<file path="config.mk">
export PLATFORM = sky130hd
export DESIGN_NAME = ahblite_decoder_mux
export DESIGN_NICKNAME = d
export VERILOG_FILES = /design/src/rtl/ahblite_decoder_mux.sv
export SDC_FILE = /design/constraint.sdc
export NUM_CORES = 1
export LEC_CHECK = 0
export CORE_AREA = 2 2 137 139
export DETAILED_ROUTE_END_ITERATION = 12
export DIE_AREA = 0 0 139 141
export GPL_TIMING_DRIVEN = 0
export MAX_ROUTING_LAYER = met4
export PLACE_DENSITY = 0.56
export SLEW_MARGIN = 20
export SYNTH_ARGS = -nofsm -noshare
export SYNTH_HDL_FRONTEND = slang
export SYNTH_SLANG_ARGS = --single-unit
</file>
<file path="constraint.sdc">
create_clock -name HCLK -period 2.6 [get_ports HCLK]
set_input_delay 0.26 -clock HCLK [delete_from_list [all_inputs] [get_ports HCLK]]
set_output_delay 0.26 -clock HCLK [all_outputs]
set_load 0.02 [all_outputs]
</file>
<file path="src/rtl/ahblite_decoder_mux.sv">
// AHB-Lite address decoder with data-phase response multiplexer and a built-in
// default slave that answers unmapped accesses with a two-cycle ERROR.
module ahblite_decoder_mux #(
  parameter int                       NUM_PORTS = 7,
  parameter logic [NUM_PORTS-1:0]     PORT_EN   = 7'b1100011,
  parameter logic [NUM_PORTS*32-1:0]  BASE_ADDR = {32'h4000_1000, 32'h4000_0030, 32'h4000_0020,
                                                   32'h4000_0010, 32'h4000_0000, 32'h2000_0000,
                                                   32'h0000_0000},
  parameter logic [NUM_PORTS*32-1:0]  ADDR_MASK = {32'hFFFF_F000, 32'hFFFF_FFF0, 32'hFFFF_FFF0,
                                                   32'hFFFF_FFF0, 32'hFFFF_FFF0, 32'hFFFF_0000,
                                                   32'hFFFF_0000}
) (
  input  logic                      HCLK,
  input  logic                      HRESET,
  input  logic [31:0]               HADDR,
  input  logic [1:0]                HTRANS,
  output logic [NUM_PORTS-1:0]      P_HSEL,
  input  logic [NUM_PORTS-1:0]      P_HREADYOUT,
  input  logic [NUM_PORTS-1:0]      P_HRESP,
  input  logic [NUM_PORTS*32-1:0]   P_HRDATA,
  output logic                      HREADY,
  output logic                      HRESP,
  output logic [31:0]               HRDATA,
  output logic [7:0]                ERR_CNT,
  output logic [31:0]               ERR_ADDR
);

  typedef enum logic [1:0] {
    ST_IDLE,
    ST_ERR1,
    ST_ERR2
  } def_state_e;

  def_state_e             def_state;
  logic                   def_hready_q;
  logic                   def_hresp_q;
  logic                   def_sel;
  logic                   err_start;
  logic [NUM_PORTS:0]     sel_q;

  // Address-phase decode; scanning from the top lets the lowest index win overlaps.
  always_comb begin
    // NOTE: every output gets a default before the loop so no latch is inferred.
    P_HSEL  = '0;
    def_sel = 1'b1;
    for (int i = NUM_PORTS - 1; i >= 0; i--) begin
      if (PORT_EN[i] && ((HADDR & ADDR_MASK[32*i +: 32]) == BASE_ADDR[32*i +: 32])) begin
        P_HSEL    = '0;
        P_HSEL[i] = 1'b1;
        def_sel   = 1'b0;
      end
    end
  end

  // Data-phase owner; top bit is the default slave.
  always_ff @(posedge HCLK or posedge HRESET) begin
    // NOTE: sequential state is updated only with non-blocking assignments.
    if (HRESET) begin
      sel_q <= {1'b1, {NUM_PORTS{1'b0}}};
    end else if (HREADY) begin
      sel_q <= {def_sel, P_HSEL};
    end
  end

  // Response mux driven by the registered owner; the default slave returns zero data.
  always_comb begin
    HREADY = def_hready_q;
    HRESP  = def_hresp_q;
    HRDATA = '0;
    for (int i = 0; i < NUM_PORTS; i++) begin
      if (sel_q[i]) begin
        HREADY = P_HREADYOUT[i];
        HRESP  = P_HRESP[i];
        HRDATA = P_HRDATA[32*i +: 32];
      end
    end
  end

  assign err_start = def_sel && (HTRANS inside {2'b10, 2'b11}) && HREADY;

  // Default slave: one wait cycle with ERROR, then one ERROR-complete cycle.
  always_ff @(posedge HCLK or posedge HRESET) begin
    if (HRESET) begin
      def_state    <= ST_IDLE;
      def_hready_q <= 1'b1;
      def_hresp_q  <= 1'b0;
      ERR_CNT      <= 8'd0;
      ERR_ADDR     <= 32'd0;
    end else begin
      case (def_state)
        ST_ERR1: begin
          def_state    <= ST_ERR2;
          def_hready_q <= 1'b1;
          def_hresp_q  <= 1'b1;
        end
        ST_IDLE, ST_ERR2: begin
          if (err_start) begin
            def_state    <= ST_ERR1;
            def_hready_q <= 1'b0;
            def_hresp_q  <= 1'b1;
            ERR_ADDR     <= HADDR;
            if (ERR_CNT != 8'hFF) ERR_CNT <= ERR_CNT + 8'd1;
          end else begin
            def_state    <= ST_IDLE;
            def_hready_q <= 1'b1;
            def_hresp_q  <= 1'b0;
          end
        end
        default: begin
          def_state    <= ST_IDLE;
          def_hready_q <= 1'b1;
          def_hresp_q  <= 1'b0;
        end
      endcase
    end
  end

endmodule

</file>
==> results by group, run 1 <==
Clock network
  • Clock Sinks: 48
  • # Post-CTS Setup Buffers: 0
  • Clock transition at the registers of the reported paths: 0.06 ns
  • H-tree levels: 2
  • Clock Path Buffers: 2
  • CTS Buf Count: 5
  • Root buf cell: clkbuf_16
  • Clk_lat worst skew: 0.29 ns
  • CTS tree: yes

Detailed routing
  • Detail Route Antenna Nets: 0
  • DRT iter0 DRCs: 114
  • Initial DRT Pass Iterations: 6
  • Via density: 4.33
  • DRC Markers: 0
  • Routed wire per std cell: 15.8 um
  • Post-Route WL: 13.4 mm
  • Vias: 3,659

Timing
  • Minimum clock period: 2.48 ns
  • Final worst slack: 0.124 ns
  • Fin crit share: 95.2%
  • Final hold vios: 0
  • Fmax: 0.404 GHz
  • Slew Viols, Final: 0
  • Clock Skews: 0.00447 ns
  • Final hold slack: 0.293 ns
  • Setup Viol. Count Final: 0
  • RSZ-0062 raised after global routing: yes
  • Setup TNS Final: 0 ns

Logic synthesis
  • Post-synth EDFFs: 0
  • Synth Instances: 352
  • Synth Area in Simple Gates: 17.1%
  • YS warnings: 0
  • Synthesized area: 3120 um^2
  • Area share of xor/xnor cells in the synthesized design: 1.12%
  • Synth top area share: 37.7%
  • Mux contribution to synthesized area: 16.9%
  • Yosys cell types: 42
  • Largest family of logic cells by synthesized area: compound AO/OA/AOI/OAI gates
  • Compound-cell area share of the yosys netlist: 19.9%
  • Synth Area in Adders: 0.401%
  • Register area share after synthesis: 38.6%
  • Fraction of registers with async set or reset after synthesis: 100%
  • Mapped Avg Cell Area: 8.85 um^2
  • Top cells by area, synth: dfrtp_1 38%, mux2_4 8.7%, a22oi_1 7.7%
  • Dominant synthesized flop cell: dfrtp_1
  • Seq cells post-synth: 48
  • Leading area contributor after synthesis: dfrtp_1

Worst setup path
  • Setup crit start kind: input port
  • RR Endpoint: ERR_ADDR[29]$_DFFE_PP0P_
  • R2R cell count: 9
  • Crit path launch: HADDR[16]
  • CP arrival: 2.22 ns
  • CP endpoint: P_HSEL[0]
  • Critical R2R Launch: sel_q[1]$_DFFE_PP0P_
  • Worst Path Max Fanout: 4
  • Crit Path Category: in2out
  • Flop2flop setup slack: 0.21 ns
  • CP endpoint kind: primary output
  • Worst Path Required: 2.34 ns

GRT
  • Initial antenna violation count: 0
  • Vias in the first global route: 3,603
  • First-pass GRT wire length: 20.3 mm
  • Total GRT Usage: 13.4%
  • Pin count of the biggest net entering global routing: 31
  • Gr ovfl total: 0

Floorplan
  • Num rows: 50
  • Die area: 19,600 um^2
  • Width of the die: 139 um
  • Core box area: 18,300 um^2
  • I/O pin total: 355
  • Die Ht: 141 um
  • Initial Utilization: 17.1%

Finish
  • Final design utilization: 33.2%
  • Commonest non-fill, non-tap cell in the layout: clkdlybuf4s50_1
  • Final #Nets: 885
  • Area growth from synthesis to layout: 94.5%
  • Share of cells above drive strength 1: 14.7%
  • Design Area, Final: 6060 um^2
  • Most frequent cells in the layout: 210 x clkdlybuf4s50_1, 47 x dfrtp_1, 42 x nand2_1
  • FILL cells: 1,934
  • Non-Filler Instances: 846

Power and ir drop
  • VDD IR max: 0.628 mV
  • Pwr Total: 4.64 mW
  • P_leak: 2.54 nW
  • P per Cell Area: 766 nW/um^2

Place
  • Dpl cell area: 5920 um^2
  • PortBufs: 248
  • Pre-CTS setup slack: -0.571 ns
  • HPWL Detailed: 10.9 mm
  • Placer Congestion: 0.773
  • Cells after DPL: 837

Min path
  • Worst Hold Class: in2async

Run status
  • Status: finished clean

Run
  • Max Cap Viol: 0
==> flip-flops by register name, summed over array words and instances (netlist names) <==
signal and flops:
def_state 2, def_hready_q 1, sel_q 4, ERR_CNT 8, ERR_ADDR 32, def_hresp_q 1
==> layout make-up <==
class,count,area (um^2),share of cell area [%]
Tap cell,234,293,4.83
Timing Repair Buffer,249,2430,40.1
Inverter,6,25.0,0.413
Clock inverter,2,35.0,0.578
Sequential cell,48,1200,19.8
Multi-Input combinational cell,269,1760,29.0
Clock buffer,6,129,2.13
Antenna cell,1,2.50,0.0413
Buffer,31,185,3.05
==> how the worst min path moves through the flow <==
stage                                start                      to  slack (ns)  cells after the start
floorplan           def_state[1]$_DFF_PP0_  def_state[1]$_DFF_PP0_        0.38                      1
global placement    def_state[1]$_DFF_PP0_  def_state[1]$_DFF_PP0_        0.40                      1
detailed placement  def_state[1]$_DFF_PP0_  def_state[1]$_DFF_PP0_        0.40                      1
CTS                                 HRESET  ERR_CNT[0]$_DFFE_PP0P_        0.30                      2
global route                        HRESET  ERR_CNT[5]$_DFFE_PP0P_        0.34                      2
finish                              HRESET  ERR_CNT[5]$_DFFE_PP0P_        0.29                      2
==> power breakdown <==
part | total, mW | internal [mW] | leakage (nW) | switching [mW]
logic | 2.60 | 1.36 | 1.89 | 1.24
clock network | 0.725 | 0.453 | 0.0808 | 0.273
registers | 1.31 | 1.09 | 0.575 | 0.225
total | 4.64 | 2.90 | 2.54 | 1.74
==> per-layer routing <==
metal | wire length (um) | part of all wire [%] | vias up | global-route usage (%)
li1 | - | - | 1772 | -
met1 | 5650 | 42 | 1685 | 16.6
met2 | 6330 | 47 | 189 | 22.0
met3 | 1170 | 8.8 | 13 | 3.46
met4 | 208 | 1.6 | 0 | 3.19
met5 | 0 | 0 | - | -
==> critical path, stage by stage <==
cell and delay, ns:
clkdlybuf4s50_1 0.42, or4_1 0.59, nand4b_1 0.31, nor2_1 0.24, dlygate4sd2_1 0.39
==> timing repair <==
item / CTS / global route
hold buffers: 0 / 0
setup endpoints to repair: 37 / 44
cloned: 0 / 0
resized for setup: 63 / 49
==> cells in the mapped netlist, types with 4 or more instances <==
cell / number
dfrtp_1: 47
nand2_1: 43
nor2_1: 39
o21ai_0: 34
a21oi_1: 33
a22oi_1: 32
clkbuf_1: 20
mux2_2: 20
mux2_4: 18
buf_4: 5
inv_1: 5
nor4_1: 5
nor2b_1: 4
nor3_1: 4
==> logic make-up after synthesis <==
logic type	count (synthesis)
adders and majority gates	1
buffers and inverters	37
xor gates and xnor gates	4
muxes	41
and+or+nand+nor	116
other	1
DFF	48
AOI/OAI and AO/OA	104
No activity file was read; power rests on OpenSTA's default activity.
==> run 2: changes to the inputs <==
- PLACE_DENSITY: 0.56 -> 0.62
==> results by group, run 2 (same netlist as run 1, synthesis figures left out) <==
Finish
  • Final #Nets: 885 (unchanged)
  • FILL cells: 1,924 (-0.52%)
  • Top flop regs: ERR_ADDR: 32 flops, ERR_CNT: 8 flops, sel_q: 4 flops
  • Share of cells above drive strength 1: 17.0% (+2.3 points)
  • Non-Filler Instances: 845 (-0.12%)
  • Design Area, Final: 5990 um^2 (-1.2%)
  • Largest register by flop count: ERR_ADDR
  • Commonest non-fill, non-tap cell in the layout: clkdlybuf4s50_1
  • Area growth from synthesis to layout: 92.3%
  • Most frequent cells in the layout: 210 x clkdlybuf4s50_1, 47 x dfrtp_1, 42 x nand2_1
  • Final design utilization: 32.8% (-0.39 points)
  • Max reg flops: 32 (unchanged)
  • Ant diodes: 0 (-1)

Min path
  • Worst Hold Class: in2async

Detailed routing
  • Via density: 4.32 (-0.16%)
  • Post-Route WL: 13.4 mm (+0.67%)
  • DRC Markers: 0 (unchanged)
  • Initial DRT Pass Iterations: 4 (-2)
  • Vias: 3,649 (-0.27%)
  • Routed wire per std cell: 15.9 um (+0.79%)
  • DRT iter0 DRCs: 92 (-19%)
  • Detail Route Antenna Nets: 0 (unchanged)

Timing
  • Clock Skews: 0.00612 ns (+0.00165 ns)
  • Slew margin rel.: 59.7%
  • Fin crit share: 95.7% (+0.47 points)
  • Setup Viol. Count Final: 0 (unchanged)
  • Fmax: 0.402 GHz (-0.50%)
  • RSZ-0062 raised after global routing: no
  • Worst Tran Pin Value: 0.603 ns
  • Minimum clock period: 2.49 ns (+0.0123 ns)
  • Final hold slack: 0.361 ns (+0.0681 ns)
  • Slew Viols, Final: 0 (unchanged)
  • Final worst slack: 0.112 ns (-0.0123 ns)
  • Final hold vios: 0 (unchanged)
  • Setup TNS Final: 0 ns (unchanged)

GRT
  • Vias in the first global route: 3,797 (+5.4%)
  • Pin count of the biggest net entering global routing: 27 (-13%)
  • Initial antenna violation count: 0 (unchanged)
  • First-pass GRT wire length: 20.6 mm (+1.5%)
  • Gr ovfl total: 0 (unchanged)
  • Total GRT Usage: 13.5% (+0.15 points)

Clock network
  • Clk_lat worst skew: 0.29 ns (about the same)
  • Root buf cell: clkbuf_16
  • Post-CTS sizing: 57 (-9.5%)
  • # Post-CTS Setup Buffers: 0 (unchanged)
  • H-tree levels: 2 (unchanged)
  • # hold bufs at CTS: 0 (unchanged)
  • CTS Buf Count: 5 (unchanged)
  • Clock transition at the registers of the reported paths: 0.06 ns (about the same)
  • Clock Path Buffers: 2 (unchanged)
  • Clock Sinks: 48 (unchanged)
  • CTS tree: yes

Power and ir drop
  • Internal Pwr Total: 2.89 mW (-0.37%)
  • Reg power frac: 28.2% (about the same)
  • Sw Share: 37.6% (+0.16 points)
  • Pwr Total: 4.64 mW (-0.11%)
  • Total net switching power: 1.74 mW (+0.32%)
  • Comb power frac: 56.0% (about the same)
  • P per Cell Area: 774 nW/um^2 (+1.1%)
  • VDD IR max: 0.714 mV (+14%)
  • Clk network pwr share: 15.8% (+0.2 points)
  • P_leak: 2.51 nW (-1.4%)

Place
  • Pre-CTS setup slack: -0.493 ns (+0.0777 ns)
  • PortBufs: 248 (unchanged)
  • Dpl cell area: 5930 um^2 (+0.13%)
  • HPWL Detailed: 10.9 mm (-0.53%)
  • Placer Congestion: 0.771 (-0.27%)
  • Cells after DPL: 837 (unchanged)

Run status
  • Status: finished clean

Worst setup path
  • Worst path cell trace: clkdlybuf4s50_1 -> or4_1 -> nand4b_1 -> nor2_1 -> dlygate4sd2_1
  • Top delay family on crit path: simple AND/OR/NAND/NOR gates
  • Setup crit start kind: input port
  • CP arrival: 2.23 ns (about the same)
  • Critical path's largest stage delay: 0.59 ns (about the same)
  • Worst Path Max Fanout: 4 (unchanged)
  • Worst Path Required: 2.34 ns (about the same)
  • Crit Path Category: in2out
  • CP max-delay cell: or4_1
  • Flop2flop setup slack: 0.21 ns (about the same)
  • Critical path buffers and inverters: 2 (unchanged)
  • CP endpoint kind: primary output

Floorplan
  • Core box area: 18,300 um^2 (unchanged)
  • Die area: 19,600 um^2 (unchanged)
  • Num rows: 50 (unchanged)
  • Width of the die: 139 um (unchanged)
  • I/O pin total: 355 (unchanged)
  • Initial Utilization: 17.1% (unchanged)
  • Die Ht: 141 um (unchanged)

Run
  • Max Cap Viol: 0 (unchanged)
==> run 2: changes by cell type in the layout (fill, tap and decap cells not counted), moves of 2 or more <==
cell | previous run | this run
dlygate4sd2_1 | 16 | 4
clkdlybuf4s15_1 | 4 | 2
o21ai_0 | 31 | 33
clkbuf_2 | 18 | 37
buf_2 | 4 | 2
o21ai_1 | 3 | 1
clkdlybuf4s15_2 | 3 | 0
==> run 2: metal layers <==
layer	global-route usage, %	vias to the layer above	wire length, um
met5	-	-	0
met4	2.55	0	112
met3	4.31	7	1240
met2	23.4	181	6570
met1	15.6	1694	5520
li1	-	1767	-
==> run 2: power groups by stage <==
stage / registers, mW / logic [mW] / clock network [mW]
3_5_place_dp: 1.31 / 2.71 / 0
3_3_place_gp: 1.31 / 2.69 / 0
6_report: 1.31 / 2.60 / 0.732
2_1_floorplan: 1.66 / 0.986 / 0
5_1_grt: 1.35 / 2.78 / 0.781
4_1_cts: 1.31 / 2.66 / 0.760
==> run 2: final timing paths <==
check | startpoint | end | depth (start not counted)
worst min register to register | def_state[1]$_DFF_PP0_ | def_state[1]$_DFF_PP0_ | 1
worst max-delay path | HADDR[16] | P_HSEL[1] | 5
worst max register to register | sel_q[1]$_DFFE_PP0P_ | ERR_ADDR[27]$_DFFE_PP0P_ | 9
max in group asynchronous | HRESET | def_hready_q$_DFF_PP1_ | 3
worst min-delay path | HRESET | ERR_ADDR[18]$_DFFE_PP0P_ | 2
min in group HCLK | def_state[1]$_DFF_PP0_ | def_state[1]$_DFF_PP0_ | 1
==> run 2: area by class of cell <==
type                            count  area [um^2]  share of cell area [%]
Tap cell                          234          293                    4.89
Clock inverter                      2         35.0                   0.585
Inverter                            6         25.0                   0.418
Sequential cell                    48         1200                    20.1
Buffer                             31          186                    3.11
Timing Repair Buffer              249         2370                    39.6
Multi-Input combinational cell    269         1750                    29.2
Clock buffer                        6          129                    2.15
